--- src/rtl/seven_seg_pkg.sv ---
// Shared types and hex segment patterns for the 7-segment capture monitor.
package seven_seg_pkg;

  typedef logic [6:0] seg7_t;
  typedef logic [3:0] hexchar_t;

  typedef enum logic {TRACK, HOLD} cap_state_t;

  // Lit-segment patterns, bit order {a,b,c,d,e,f,g}
  localparam seg7_t SEG_0 = 7'h7E;
  localparam seg7_t SEG_1 = 7'h30;
  localparam seg7_t SEG_2 = 7'h6D;
  localparam seg7_t SEG_3 = 7'h79;
  localparam seg7_t SEG_4 = 7'h33;
  localparam seg7_t SEG_5 = 7'h5B;
  localparam seg7_t SEG_6 = 7'h5F;
  localparam seg7_t SEG_7 = 7'h70;
  localparam seg7_t SEG_8 = 7'h7F;
  localparam seg7_t SEG_9 = 7'h7B;
  localparam seg7_t SEG_A = 7'h77;
  localparam seg7_t SEG_B = 7'h1F;
  localparam seg7_t SEG_C = 7'h4E;
  localparam seg7_t SEG_D = 7'h3D;
  localparam seg7_t SEG_E = 7'h4F;
  localparam seg7_t SEG_F = 7'h47;

  // Next expected scan index, given a prefix-shaped seen mask
  function automatic logic [1:0] next_index(input logic [3:0] seen);
    return 2'($countones(seen));
  endfunction

endpackage

--- src/rtl/seg7_to_hex.sv ---
// Inverse 7-segment decoder: lit pattern -> hex character, hit=0 on unknown pattern.
module seg7_to_hex
  import seven_seg_pkg::*;
(
  input  seg7_t    seg,
  output hexchar_t char,
  output logic     hit
);

  always_comb begin
    hit  = 1'b1;
    char = '0;
    case (seg)
      SEG_0:   char = 4'h0;
      SEG_1:   char = 4'h1;
      SEG_2:   char = 4'h2;
      SEG_3:   char = 4'h3;
      SEG_4:   char = 4'h4;
      SEG_5:   char = 4'h5;
      SEG_6:   char = 4'h6;
      SEG_7:   char = 4'h7;
      SEG_8:   char = 4'h8;
      SEG_9:   char = 4'h9;
      SEG_A:   char = 4'hA;
      SEG_B:   char = 4'hB;
      SEG_C:   char = 4'hC;
      SEG_D:   char = 4'hD;
      SEG_E:   char = 4'hE;
      SEG_F:   char = 4'hF;
      default: hit  = 1'b0;
    endcase
  end

endmodule

--- src/rtl/seven_seg_capture.sv ---
// Receive-side monitor for the 4-digit multiplexed 7-segment bus; rebuilds frames.
// Optional scan-order checking: define SEVEN_SEG_CAPTURE_ORDER_CHECK_EN (adds err_order).
module seven_seg_capture
  import seven_seg_pkg::*;
#(
  parameter int unsigned STABLE_CYCLES  = 8,
  parameter bit          SEG_ACTIVE_LOW = 1'b1
) (
  input  logic        clk,
  input  logic        reset_sync,
  input  logic [3:0]  an,
  input  logic [6:0]  seg,
  input  logic        err_clr,
  output logic [15:0] digits,
  output logic        frame_valid,
  output logic [7:0]  frame_count,
  output logic        err_seg,
  output logic        err_multi
`ifdef SEVEN_SEG_CAPTURE_ORDER_CHECK_EN
  , output logic      err_order
`endif
);

  localparam int unsigned      CNT_W   = $clog2(STABLE_CYCLES);
  localparam logic [CNT_W-1:0] CNT_MAX = CNT_W'(STABLE_CYCLES - 1);

  logic [3:0]       an_m, an_s;
  seg7_t            seg_m, seg_s, seg_n;
  logic [10:0]      pat, pat_q;
  logic             pat_same;
  logic [CNT_W-1:0] stable_cnt;
  cap_state_t       state, state_nx;
  logic             accept;

  logic [3:0]       an_low;
  logic             is_blank, is_single;
  logic [1:0]       idx;
  hexchar_t         dec_char;
  logic             dec_hit;

  logic [3:0]       seen, seen_nx;
  hexchar_t [3:0]   dbuf, dbuf_nx;
  logic             set_seg, set_multi, set_order, frame_done;

  always_ff @(posedge clk or posedge reset_sync) begin
    if (reset_sync) begin
      an_m  <= '0;
      an_s  <= '0;
      seg_m <= '0;
      seg_s <= '0;
    end else begin
      an_m  <= an;
      an_s  <= an_m;
      seg_m <= seg;
      seg_s <= seg_m;
    end
  end

  always_comb begin
    seg_n    = SEG_ACTIVE_LOW ? ~seg_s : seg_s;
    pat      = {an_s, seg_n};
    pat_same = (pat == pat_q);
  end

  // pat_q resets to all-ones so the zeroed synchronizer contents never look stable
  always_ff @(posedge clk or posedge reset_sync) begin
    if (reset_sync) begin
      pat_q      <= '1;
      stable_cnt <= '0;
    end else begin
      pat_q <= pat;
      if (!pat_same)
        stable_cnt <= '0;
      else if (stable_cnt != CNT_MAX)
        stable_cnt <= stable_cnt + 1'b1;
    end
  end

  always_ff @(posedge clk or posedge reset_sync) begin
    if (reset_sync) state <= TRACK;
    else            state <= state_nx;
  end

  always_comb begin
    state_nx = state;
    case (state)
      TRACK:   if (pat_same && stable_cnt == CNT_MAX) state_nx = HOLD;
      HOLD:    if (!pat_same) state_nx = TRACK;
      default: state_nx = TRACK;
    endcase
  end

  always_comb begin
    accept = (state == TRACK) && pat_same && (stable_cnt == CNT_MAX);
  end

  seg7_to_hex u_dec (
    .seg  (seg_n),
    .char (dec_char),
    .hit  (dec_hit)
  );

  always_comb begin
    an_low    = ~an_s;
    is_blank  = (an_low == '0);
    is_single = ($countones(an_low) == 1);
    case (an_low)
      4'b0010: idx = 2'd1;
      4'b0100: idx = 2'd2;
      4'b1000: idx = 2'd3;
      default: idx = 2'd0;
    endcase
  end

  always_comb begin
    seen_nx    = seen;
    dbuf_nx    = dbuf;
    set_seg    = 1'b0;
    set_multi  = 1'b0;
    set_order  = 1'b0;
    frame_done = 1'b0;
    if (accept && !is_blank) begin
      if (!is_single) begin
        set_multi = 1'b1;
      end else if (!dec_hit) begin
        set_seg = 1'b1;
      end else begin
`ifdef SEVEN_SEG_CAPTURE_ORDER_CHECK_EN
        if (idx != next_index(seen)) begin
          set_order = 1'b1;
          seen_nx   = '0;
          if (idx == 2'd0) begin
            dbuf_nx[0] = dec_char;
            seen_nx[0] = 1'b1;
          end
        end else begin
          dbuf_nx[idx] = dec_char;
          seen_nx[idx] = 1'b1;
        end
`else
        dbuf_nx[idx] = dec_char;
        seen_nx[idx] = 1'b1;
`endif
        if (seen_nx == 4'b1111) frame_done = 1'b1;
      end
    end
  end

  always_ff @(posedge clk or posedge reset_sync) begin
    if (reset_sync) begin
      seen        <= '0;
      dbuf        <= '0;
      digits      <= '0;
      frame_valid <= 1'b0;
      frame_count <= '0;
      err_seg     <= 1'b0;
      err_multi   <= 1'b0;
    end else begin
      seen        <= frame_done ? '0 : seen_nx;
      dbuf        <= dbuf_nx;
      frame_valid <= frame_done;
      if (frame_done) begin
        digits      <= dbuf_nx;
        frame_count <= frame_count + 8'd1;
      end
      err_seg   <= (err_seg   & ~err_clr) | set_seg;
      err_multi <= (err_multi & ~err_clr) | set_multi;
    end
  end

`ifdef SEVEN_SEG_CAPTURE_ORDER_CHECK_EN
  always_ff @(posedge clk or posedge reset_sync) begin
    if (reset_sync) err_order <= 1'b0;
    else            err_order <= (err_order & ~err_clr) | set_order;
  end
`else
  logic unused_order;
  always_comb unused_order = set_order;
`endif

endmodule

--- config.mk ---
export PLATFORM = sky130hd
export DESIGN_NAME = seven_seg_capture
export DESIGN_NICKNAME = d
export VERILOG_FILES = /design/src/rtl/seven_seg_pkg.sv /design/src/rtl/seg7_to_hex.sv /design/src/rtl/seven_seg_capture.sv
export SDC_FILE = /design/constraint.sdc
export NUM_CORES = 1
export LEC_CHECK = 0
export ABC_CLOCK_PERIOD_IN_PS = 5600
export BUFFER_PORTS_ARGS = -buffer_cell sky130_fd_sc_hd__buf_2
export CORE_MARGIN = 10
export CORE_UTILIZATION = 46
export DETAILED_ROUTE_END_ITERATION = 16
export PLACE_DENSITY = 0.77
export SYNTH_ARGS = -nofsm -noshare
export SYNTH_HDL_FRONTEND = slang
export SYNTH_SLANG_ARGS = --single-unit
export TNS_END_PERCENT = 20
--- constraint.sdc ---
create_clock -name clk -period 5.6 [get_ports clk]
set_clock_uncertainty 0.2 [all_clocks]
set_input_delay 0 -clock clk [delete_from_list [all_inputs] [get_ports clk]]
set_output_delay 0 -clock clk [all_outputs]
set_load 0.02 [all_outputs]
# ---- Yosys cells after proc, flatten, opt, wreduce, memory -nomap -nowiden
# Index checks and enable logic that the tools add are counted.
# Widths: inputs -> output; s select.
dict set report op_classes {
  addsub 5
  magnitude_cmp 2
  n_eq_ne 25
  mux 29
  bitwise_logic 9
  reduce_logical 12
}
# op n
set ops {}
lappend ops {{$eq 7x7->1 const B} 12}
lappend ops {{$pmux 4 s15} 1}
lappend ops {{$mux 16} 3}
lappend ops {{$eq 7x6->1 const B} 3}
lappend ops {{$mux 4} 5}
lappend ops {{$bwmux 16} 1}
lappend ops {{$reduce_or 16->1} 1}
lappend ops {{$mux 1} 13}
lappend ops {{$eq 11x11->1} 1}
lappend ops {{$add 8x1->8 const B} 1}
lappend ops {{$demux 4 s2} 1}
lappend ops {{$eq 4x4->1 const B} 2}
lappend ops {{$eq 7x5->1 const B} 1}
lappend ops {{$not 7->7} 1}
lappend ops {{$mux 3} 2}
lappend ops {{$pmux 2 s3} 1}
lappend ops {{$reduce_bool 2->1} 3}
lappend ops {{$logic_and 1x1->1} 5}
lappend ops {{$add 1x1->2} 2}
lappend ops {{$eq 4x2->1 const B} 1}
lappend ops {{$eq 4x3->1 const B} 1}
lappend ops {{$logic_not 4->1} 1}
lappend ops {{$not 4->4} 1}
lappend ops {{$or 4x4->4} 1}
lappend ops {{other kinds (15)} 18}
dict set report word_totals {
  reg_bits 84
  in_bits 14
  output_inout_bits 27
  word_cells 99
}

# ---- Longest topological paths before layout
# Gate-level depths: netlist of run 1.
dict set report logic_depth {
  ltp_word 15
  depth_mapped 11
}

# ---- By module
# A second synthesis of run 1 with hierarchy kept.
dict set report hier_totals {
  cells_unflattened 296
  area_unflattened_um2 3832.4
}
# mod n_inst cells_each area_each_um2
set by_module_without_submodules {}
lappend by_module_without_submodules {seven_seg_capture 1 238 3458.3}
lappend by_module_without_submodules {seg7_to_hex 1 58 374.1}

# ---- Worst setup path after synthesis of run 1
# No wires, ideal clock.
dict set report synth_timing {
  path_type {register -> register}
  startpoint {register an_s[0]}
  endpoint {register digits[14]}
  arrival_ns 2.966
  required_time_ns 5.275
  path_slack_ns 2.309
  stages_incl_launch_ff 11
  n_path_buf 1
  synth_period_minus_slack_ns 3.291
  path_cell_list {dfrtp_1 > fa_1 > inv_1 > ha_1 > ha_1 > nor3b_1 > nand3b_1 > nor4_4 > o311ai_4 > buf_2 > mux2_4}
}
dict set report synth_between {
  elab_chain_len 13
}
# item line_no
set synth_lines {}
lappend synth_lines {{from (decl)} seven_seg_capture.sv:27} ;# logic [3:0] an_m, an_s;
lappend synth_lines {{from (signal assigned)} seven_seg_capture.sv:53} ;# an_s <= an_m;
lappend synth_lines {{$not 4->4} seven_seg_capture.sv:104} ;# an_low = ~an_s;
lappend synth_lines {{$eq 4x4->1 (tied with other cells)} seven_seg_capture.sv:107} ;# case (an_low)
lappend synth_lines {{$pmux 2 s3} seven_seg_capture.sv:107}
lappend synth_lines {{$lt 2x3->1 (implied by the code) / $ge 2x1->1 (equally long branches)} {seven_seg_capture.sv:141, seven_seg_capture.sv:142}}
lappend synth_lines {{$logic_and 1x1->1 (implied by the code)} {seven_seg_capture.sv:141, seven_seg_capture.sv:142}}
lappend synth_lines {{$mux 1 (implied by the code)} seven_seg_capture.sv:142} ;# seen_nx[idx] = 1'b1;
lappend synth_lines {{$demux 1 s2} seven_seg_capture.sv:142}
lappend synth_lines {{$or 4x4->4 (no source line)} n/a}
lappend synth_lines {{$eq 4x4->1} seven_seg_capture.sv:144} ;# if (seen_nx == 4'b1111) frame_done = 1'b1;
lappend synth_lines {{$mux 1} seven_seg_capture.sv:144}
lappend synth_lines {{$mux 1} seven_seg_capture.sv:125} ;# end else if (!dec_hit) begin
lappend synth_lines {{$mux 1} seven_seg_capture.sv:123} ;# if (!is_single) begin
lappend synth_lines {{$mux 1} seven_seg_capture.sv:122} ;# if (accept && !is_blank) begin
lappend synth_lines {{to (signal assigned)} seven_seg_capture.sv:163} ;# digits <= dbuf_nx;
lappend synth_lines {{to (decl)} seven_seg_capture.sv:14} ;# output logic [15:0] digits,
# Parallel ways exist; a longest one is shown, timed or not.
# A chain may end at the register's enable or synchronous reset.

# ---- Worst setup path after layout of run 1
# Ends and elaborated chain as after synthesis.

==> out/metrics.cfg, run 1 <==
[floorplanning]
io_pins=41
core_um2=8130
rows=33
start_util=0.468
die_h_um=111
dieArea_um2=12300
die_w_um=111

[worst_setup_path]
crit_required_ns=5.64
crit_chain=fa_1 > inv_1 > ha_1 > ha_1 > nor3b_1 > nand3b_1 > nor4_4 > o311ai_4 > mux2_4
critPathKind=flop to flop
end_kind=flop
start_kind=flop
cp.arrival_ns=3.71
slowest_stage=fa_1
cp_common_cell=ha_1
cpPeakStageDelay_ns=0.55
crit_fanout=34

[run]
cap_violations=0

[place]
routabilityCongestion=0.828
place_worst_setup_slack_ns=1.98
dp_hpwl_um=5000
io_buffers=40
dpl_cell_area_um2=4060

[drt]
num_vias=2466
drtAntennaViolNets=0
drt_iter0_drc=186
wirelength_um=7050
vias_per_cell=5.17
drc_errors=0
firstDrtPassIters=4
wire_per_inst_um=14.8

[yosys]
synth.top_cell.area_share=0.480
ys_ff_latch=84
yosysSeqAreaShare=0.556
avgSynthCellArea_um2=11.9
synthFlopType=dfrtp_1
syn_area_um2=3810
synth_most_common_cell=dfrtp_1
ys_async_sr_fraction=1.00
ys_warn_count=0
synth.distinct_cells=57
yosysTopAreaCell=dfrtp_1
synth_area_leaders=dfrtp_1 48%, dfstp_2 7.6%, mux2_2 5.0%
synth_commonest_cells=73 x dfrtp_1, 25 x nand2_1, 24 x inv_1
synth_edf_count=0
synth_fp_nets=341
synthCells=319

[outcome]
status=finished clean

[sta]
rsz0062_at_grt=no
holdWs_ns=0.0817
setup_viol=0
fin_tns_setup_ns=0
setup_slack_ns=1.94
finalCriticalPeriod_ns=3.66
slew_violations=0
min_period_over_period=0.654
hold_violations=0
slew_headroom=0.192
fmax_mhz=273
tightest_slew_ns=1.21

[cts]
cts.sinks=84
path_clk_slew_ns=0.08
hold_buffers=13
postCtsSetupBuffers=0
cts_resized=0
cts_max_level=3
cts_tree=yes
clockBufferDepth=2
insertion_delay_ns=0.35
cts_buffers=9
cts_root_buf=clkbuf_8

[layout]
seq_area_um2=2120
syn2layout_area_growth_pct=14.9
drive_above_1_share=0.261
multi_input_area_um2=1520
final_area_um2=4380
fillerInstances=698
insertedDiodeCount=0
fin_nets=390

[power]
pwr_density_cell_nw_per_um2=254
pwr-share-clk=0.365
p_sw_mw=0.258
peakVddDrop_v=0.000218
p_leak_nw=2.08
swShare=0.232
comb_power_share=0.064
internal_power_mw=0.854
seqPwrFrac=0.572

[grt]
grt.busiest_layer=met2
grt_max_degree=85
use_met3=0.0260
antenna_found_initial=0
overflow=0
grt_pass1_vias=2503
met1_usage=0.148
grt_pass1_wl_um=12000
grt_usage=0.117
use_met2=0.182

[hold_path]
min_path_type=input port to flop

==> cells in the final DEF (no fill, tap or decap), types with 3 or more instances in the layout <==
cell	instances
buf_2	40
clkbuf_8	9
mux2_2	17
a21oi_1	3
nand3_1	4
dfstp_2	11
nor2_1	14
nand2_1	25
xnor2_1	8
and3_1	3
a31o_2	4
o21ai_0	14
nand4_1	8
dlygate4sd3_1	13
inv_1	23
nor3_1	5
a31oi_1	4
o31ai_1	3
xor2_1	13
ha_1	7
mux2i_1	14
dfrtp_1	73
a21boi_0	4
==> power groups by stage <==
stage / logic, mW / registers (mW) / clock network (mW)
after floorplan: 0.0561 / 0.638 / 0
after global placement: 0.0626 / 0.646 / 0
after detailed placement: 0.0641 / 0.647 / 0
after CTS: 0.0714 / 0.635 / 0.417
after global routing: 0.0799 / 0.638 / 0.443
final: 0.0707 / 0.636 / 0.406
==> sequential cells by signal (all words and copies together), names as in the netlist <==
register and cells:
an_m 4, an_s 4, dbuf 16, digits 16
err_multi 1, err_seg 1, frame_count 8, frame_valid 1
pat_q 11, seen 4, seg_m 7, seg_s 7
stable_cnt 3, state 1
==> per-layer routing <==
metal,wire length (µm),up-vias,part of all wire
li1,-,1209,-
met1,3340,1195,0.47
met2,3270,50,0.46
met3,288,12,0.041
met4,154,0,0.022
met5,0,-,0
==> logic make-up after synthesis <==
group	count (synthesis)	synth area share
and+or+nand+nor	82	0.123
AOI/OAI and AO/OA	52	0.107
buffers and inverters	40	0.0460
xor gates and xnor gates	21	0.0483
adders and majority gates	8	0.0283
DFF	84	0.556
muxes	32	0.0910
==> stage by stage <==
step	utilization	power (mW)	cells
after floorplan	-	0.694	319
after global placement	0.499	0.709	449
after detailed placement	0.499	0.711	449
after CTS	0.538	1.12	477
after global routing	0.538	1.16	477
final	0.538	1.11	477
==> cell type report <==
| class | count | area share |
|---|---|---|
| Tap cell | 105 | 0.0300 |
| Multi-Input combinational cell | 195 | 0.347 |
| Inverter | 24 | 0.0209 |
| Sequential cell | 84 | 0.484 |
| Clock inverter | 4 | 0.0117 |
| Clock buffer | 11 | 0.0300 |
| Timing Repair Buffer | 54 | 0.0772 |
==> worst max-delay path, delay by kind of cell, from the launching register on <==
kind | cells | cell delay (ns)
flops | 1 | 0.45
mux | 1 | 0.43
buf+inv | 1 | 0.04
simple gates | 3 | 1.01
compound gates | 1 | 0.42
fa+ha+maj | 3 | 0.99
==> final timing paths <==
path | startpoint | to | slack, ns | cells after the start
hold / removal | seg[5] | seg_m[5]$_DFF_PP0_ | 0.08 | 2
min in group asynchronous | reset_sync | an_m[0]$_DFF_PP0_ | 0.32 | 4
max in group asynchronous | reset_sync | dbuf[6]$_DFF_PP0_ | 4.25 | 4
hold reg to reg | an_m[2]$_DFF_PP0_ | an_s[2]$_DFF_PP0_ | 0.15 | 0
setup / recovery | an_s[0]$_DFF_PP0_ | digits[14]$_DFFE_PP0P_ | 1.94 | 9
setup reg to reg | an_s[0]$_DFF_PP0_ | digits[14]$_DFFE_PP0P_ | 1.94 | 9
Note: power is estimated with default switching activity, not from simulation.
==> run 2: changes to the inputs <==
- ABC_AREA: not set -> 1
- ABC_CLOCK_PERIOD_IN_PS: 5600 -> 3840
- clock period: 5.6 -> 3.84 ns (I/O delays scaled with it)
==> run 2 against run 1 <==
Compared with the run above:
- final cell count is 25% higher
- maximum frequency is 17% higher
- combinational power rose by 43%
- total power grew 54%
- critical path type unchanged
- highest routed layer unchanged
==> out/metrics.cfg, run 2 <==
[yosys]
synth_fp_nets=453
synthCells=431
synth_edf_count=0
syn_area_um2=3760
ys_ff_latch=84
yosysSeqAreaShare=0.563
synth_area_leaders=dfrtp_1 49%, nand2_1 15%, dfstp_2 7.7%
synth.distinct_cells=32
synth_commonest_cells=154 x nand2_1, 73 x dfrtp_1, 46 x inv_1
synth.top_cell.area_share=0.486
ys_warn_count=0
synth_most_common_cell=nand2_1
avgSynthCellArea_um2=8.73
yosysTopAreaCell=dfrtp_1
ys_async_sr_fraction=1.00
synthFlopType=dfrtp_1

[grt]
grt_pass1_wl_um=13300
antenna_found_initial=0
overflow=0
grt_usage=0.127
grt_max_degree=50
grt_pass1_vias=2952

[place]
dpl_cell_area_um2=4060
place_inst=569
dp_hpwl_um=5420
io_buffers=40
routabilityCongestion=0.881

[layout]
reg.largest.list=dbuf x16, digits x16, pat_q x11
instances_no_fill=598
seq_area_um2=2120
fin_nets=513
fillerInstances=723
drive_above_1_share=0.177
utilization=0.562
multi_input_area_um2=1390
syn2layout_area_growth_pct=17.2
final_common_cell=nand2_1
layout_common_cells=154 x nand2_1, 73 x dfrtp_1, 45 x inv_1
final_area_um2=4410
insertedDiodeCount=0

[worst_setup_path]
start_kind=flop
crit_fanout=21
crit_required_ns=3.88
end_kind=flop
reg2reg_depth=13
critPathKind=flop to flop
cp.arrival_ns=3.17

[power]
pwr_density_cell_nw_per_um2=390
p_leak_nw=2.42
peakVddDrop_v=0.000220

[floorplanning]
die_h_um=110
die_w_um=110
dieArea_um2=12200
rows=32
start_util=0.479
io_pins=41
core_um2=7850

[drt]
firstDrtPassIters=4
drtAntennaViolNets=0
drt_iter0_drc=136
drc_errors=0
wire_per_inst_um=12.7
wirelength_um=7600
vias_per_cell=4.86
num_vias=2909

[sta]
setup_viol=0
holdWs_ns=0.0868
min_period_over_period=0.815
slew_headroom=0.465
fin_tns_setup_ns=0
hold_violations=0
rsz0062_at_grt=no
tightest_slew_ns=0.803
fmax_mhz=320
finalCriticalPeriod_ns=3.13
slew_violations=0

[cts]
cts_resized=0
cts_tree=yes
cts.sinks=84
clockBufferDepth=2
cts_root_buf=clkbuf_8
cts_max_level=3
cts_buffers=9
path_clk_slew_ns=0.08
insertion_delay_ns=0.35

[outcome]
status=finished clean

[run]
cap_violations=0

[hold_path]
min_path_type=input port to flop
min_path_cells=2

==> run 2: layout make-up <==
type	count	share of cell area
clock inverters	4	0.0167
flip-flops and latches	84	0.480
repair buffers	57	0.0817
inverters	53	0.0454
clock buffers	12	0.0329
well taps	102	0.0289
multi-input cells	286	0.314
==> run 2: final timing paths <==
| path | startpoint | end | slack [ns] |
|---|---|---|---|
| worst max-delay path | an_s[0]$_DFF_PP0_ | digits[1]$_DFFE_PP0P_ | 0.71 |
| worst min-delay path | seg[1] | seg_m[1]$_DFF_PP0_ | 0.09 |
| worst max register to register | an_s[0]$_DFF_PP0_ | digits[1]$_DFFE_PP0P_ | 0.71 |
| worst min register to register | an_m[2]$_DFF_PP0_ | an_s[2]$_DFF_PP0_ | 0.15 |
| max in group asynchronous | reset_sync | dbuf[7]$_DFF_PP0_ | 2.40 |
| min in group asynchronous | reset_sync | an_m[3]$_DFF_PP0_ | 0.12 |
==> run 2: where the power goes <==
| part | switching, mW | internal (mW) | leakage (nW) |
|---|---|---|---|
| Sequential | 0.0149 | 0.906 | 1.08 |
| Combinational | 0.0670 | 0.0343 | 1.23 |
| Clock | 0.310 | 0.385 | 0.111 |
| Total | 0.392 | 1.33 | 2.42 |
==> run 2: per-layer routing <==
| metal | vias up | part of all wire | track usage |
|---|---|---|---|
| met5 | - | 0 | 0 |
| met4 | 0 | 0.026 | 0.0699 |
| met3 | 17 | 0.045 | 0.0200 |
| met2 | 62 | 0.47 | 0.201 |
| met1 | 1364 | 0.46 | 0.162 |
| li1 | 1466 | - | - |
==> run 2: through the flow <==
step,worst slack (ns),power (mW)
final,0.712,1.72
after global routing,0.460,1.79
after CTS,0.702,1.73
after detailed placement,0.730,1.03
after global placement,0.838,1.02
after floorplan,1.10,1.00
==> run 2: timing repair <==
action | in CTS | in global routing
hold buffers | 13 | 0
endpoints found under the hold margin | 50 | 0
buffers inserted | 0 | 0
==> run 2: kinds of logic after synthesis <==
kind of cell / count (synthesis) / synth area share
compound gates: 15 / 0.0213
xor+xnor: 8 / 0.0186
simple gates: 255 / 0.300
buf+inv: 61 / 0.0689
flops: 84 / 0.563
fa+ha+maj: 8 / 0.0286
==> run 2: critical path: stages, from the launching register on <==
cell and delay (ns):
dfrtp_1 0.46, fa_1 0.55, inv_1 0.04, ha_1 0.17, ha_1 0.26, nor3_1 0.30
inv_1 0.15, nor2_4 0.14, buf_4 0.26, nand3_1 0.20, nand2_1 0.11, nand2_1 0.07
nand2_1 0.06, nand2_1 0.05
==> run 3: changes to the inputs <==
- ABC_AREA: 1 -> 0
- ABC_CLOCK_PERIOD_IN_PS: 3840 -> 2700
- PLACE_DENSITY: 0.77 -> 0.79
- clock period: 3.84 -> 2.7 ns (I/O delays scaled with it)
==> run 3 against run 2 <==
Compared with the run above:
- the run now ends with negative setup slack left
- first-iteration DRC count increased by 58%
- utilization increased by 2.9 points
- critical path depth decreased by 2
- combinational power increased by 100%
- non-clock buffer count increased by 29
- maximum frequency increased by 2.2%
- flip-flop and latch count unchanged
==> out/metrics.cfg, run 3 (synthesis results as in run 1) <==
[cts]
clockBufferDepth=2
cts.sinks=84
cts_buffers=9
insertion_delay_ns=0.36
cts_tree=yes
path_clk_slew_ns=0.08
cts_root_buf=clkbuf_8
cts_max_level=3

[grt]
grt_usage=0.131
grt_pass1_vias=2790
grt_pass1_wl_um=13400
overflow=0
antenna_found_initial=0
grt_max_degree=85

[sta]
slew_headroom=0.691
setup_viol=45
rsz0062_at_grt=yes
slew_violations=0
min_period_over_period=1.13
finalCriticalPeriod_ns=3.06
setup_slack_ns=-0.359
fmax_mhz=327
hold_violations=0
tightest_slew_ns=0.462

[layout]
fin_nets=423
drive_above_1_share=0.367
reg.largest.list=dbuf x16, digits x16, pat_q x11
seq_area_um2=2120
syn2layout_area_growth_pct=26.1
utilization=0.590
final_common_cell=dfrtp_1
fillerInstances=644
instances_no_fill=511
insertedDiodeCount=0
multi_input_area_um2=1650
layout_common_cells=73 x dfrtp_1, 42 x buf_2, 26 x buf_4

[power]
pwr-share-clk=0.387
p_sw_mw=0.565
peakVddDrop_v=0.000470
comb_power_share=0.083
swShare=0.229
pwr_density_cell_nw_per_um2=514
internal_power_mw=1.90
p_leak_nw=2.27
seqPwrFrac=0.530
finalPower_mw=2.47

[drt]
num_vias=2684
drc_errors=0
wirelength_um=8030
drt_iter0_drc=215
firstDrtPassIters=5
vias_per_cell=5.25
wire_per_inst_um=15.7
drtAntennaViolNets=0

[place]
place_inst=476
dp_hpwl_um=5570
routabilityCongestion=0.895
place_worst_setup_slack_ns=-0.671
io_buffers=40

[worst_setup_path]
cp.arrival_ns=3.10
end_kind=flop
critPathKind=flop to flop
crit_required_ns=2.74
start_kind=flop
crit_fanout=8

[outcome]
violations=negative setup slack
status=complete, but fails checks

[hold_path]
min_path_type=input port to async pin

[floorplanning]
io_pins=41
rows=33
start_util=0.468
die_w_um=111
dieArea_um2=12300
die_h_um=111
core_um2=8130

[run]
cap_violations=0

-- run 3: changes by cell type in the layout (fill, tap and decap cells not counted), moves of 6 or more --
cell     delta
nand2_1   -134
xor2_1      +6
mux2i_1    +14
nor2_1     -25
buf_4      +22
mux2_2     +17
nand3_1    -17
xnor2_1     +7
o21ai_1     +6
inv_1      -23
nand4_1    -14
-- run 3: worst max-delay path: stages (launching register included) --
cell      delay, ns
dfrtp_1        0.40
fa_1           0.55
inv_2          0.04
ha_4           0.15
ha_4           0.24
nor3b_4        0.18
nand3b_1       0.20
nor4_4         0.21
buf_6          0.19
a31oi_4        0.09
a31o_2         0.25
mux2_2         0.25
-- run 3: path summary, 6_finish.rpt --
path	start	end	slack, ns	cells after the start
worst min register to register	seg_m[5]$_DFF_PP0_	seg_s[5]$_DFF_PP0_	0.15	0
worst min-delay path	reset_sync	seg_s[0]$_DFF_PP0_	0.06	4
worst max-delay path	an_s[3]$_DFF_PP0_	digits[10]$_DFFE_PP0P_	-0.36	11
worst max register to register	an_s[3]$_DFF_PP0_	digits[10]$_DFFE_PP0P_	-0.36	11
max in group asynchronous	reset_sync	pat_q[1]$_DFF_PP1_	1.86	4
min in group clk	seg[5]	seg_m[5]$_DFF_PP0_	0.08	2
-- run 3: area by class of cell --
class / count / area share
Clock buffer: 12 / 0.0281
Inverter: 24 / 0.0190
Multi-Input combinational cell: 196 / 0.344
Tap cell: 105 / 0.0274
Sequential cell: 84 / 0.441
Timing Repair Buffer: 86 / 0.125
Clock inverter: 4 / 0.0154
-- run 3: per-stage QoR --
step           setup TNS (ns)  cell area, µm²  hold slack [ns]
3_3_place_gp           -11.73            4300          -0.0920
4_1_cts                -11.77            4730           0.0642
3_5_place_dp           -13.46            4300          -0.0898
5_1_grt                -17.35            4800           0.0815
6_report               -11.23            4800           0.0612
2_1_floorplan           -9.73            3830           -0.169
-- run 3: power by group through the flow --
stage | registers, mW | logic [mW] | clock network, mW
after floorplan | 1.32 | 0.122 | 0
after global placement | 1.33 | 0.169 | 0
after detailed placement | 1.33 | 0.174 | 0
after CTS | 1.31 | 0.196 | 0.977
after global routing | 1.31 | 0.230 | 1.03
final | 1.31 | 0.206 | 0.955
-- run 3: what timing repair did --
| item | 4_1_cts | 5_1_grt |
|---|---|---|
| setup endpoints to repair | 46 | 46 |
| gates resized for setup | 23 | 12 |
| hold endpoints to repair | 97 | 0 |
| pin swaps | 18 | 2 |
| gates cloned | 0 | 3 |
| buffers inserted | 3 | 0 |
| hold buffers | 13 | 0 |
-- run 3: routing by layer --
layer	global-route usage	routed length [µm]	share of wire	vias to the layer above
li1	-	-	-	1277
met1	0.159	3570	0.44	1319
met2	0.216	4010	0.50	75
met3	0.0249	290	0.036	13
met4	0.0651	165	0.021	0
met5	0	0	0	-
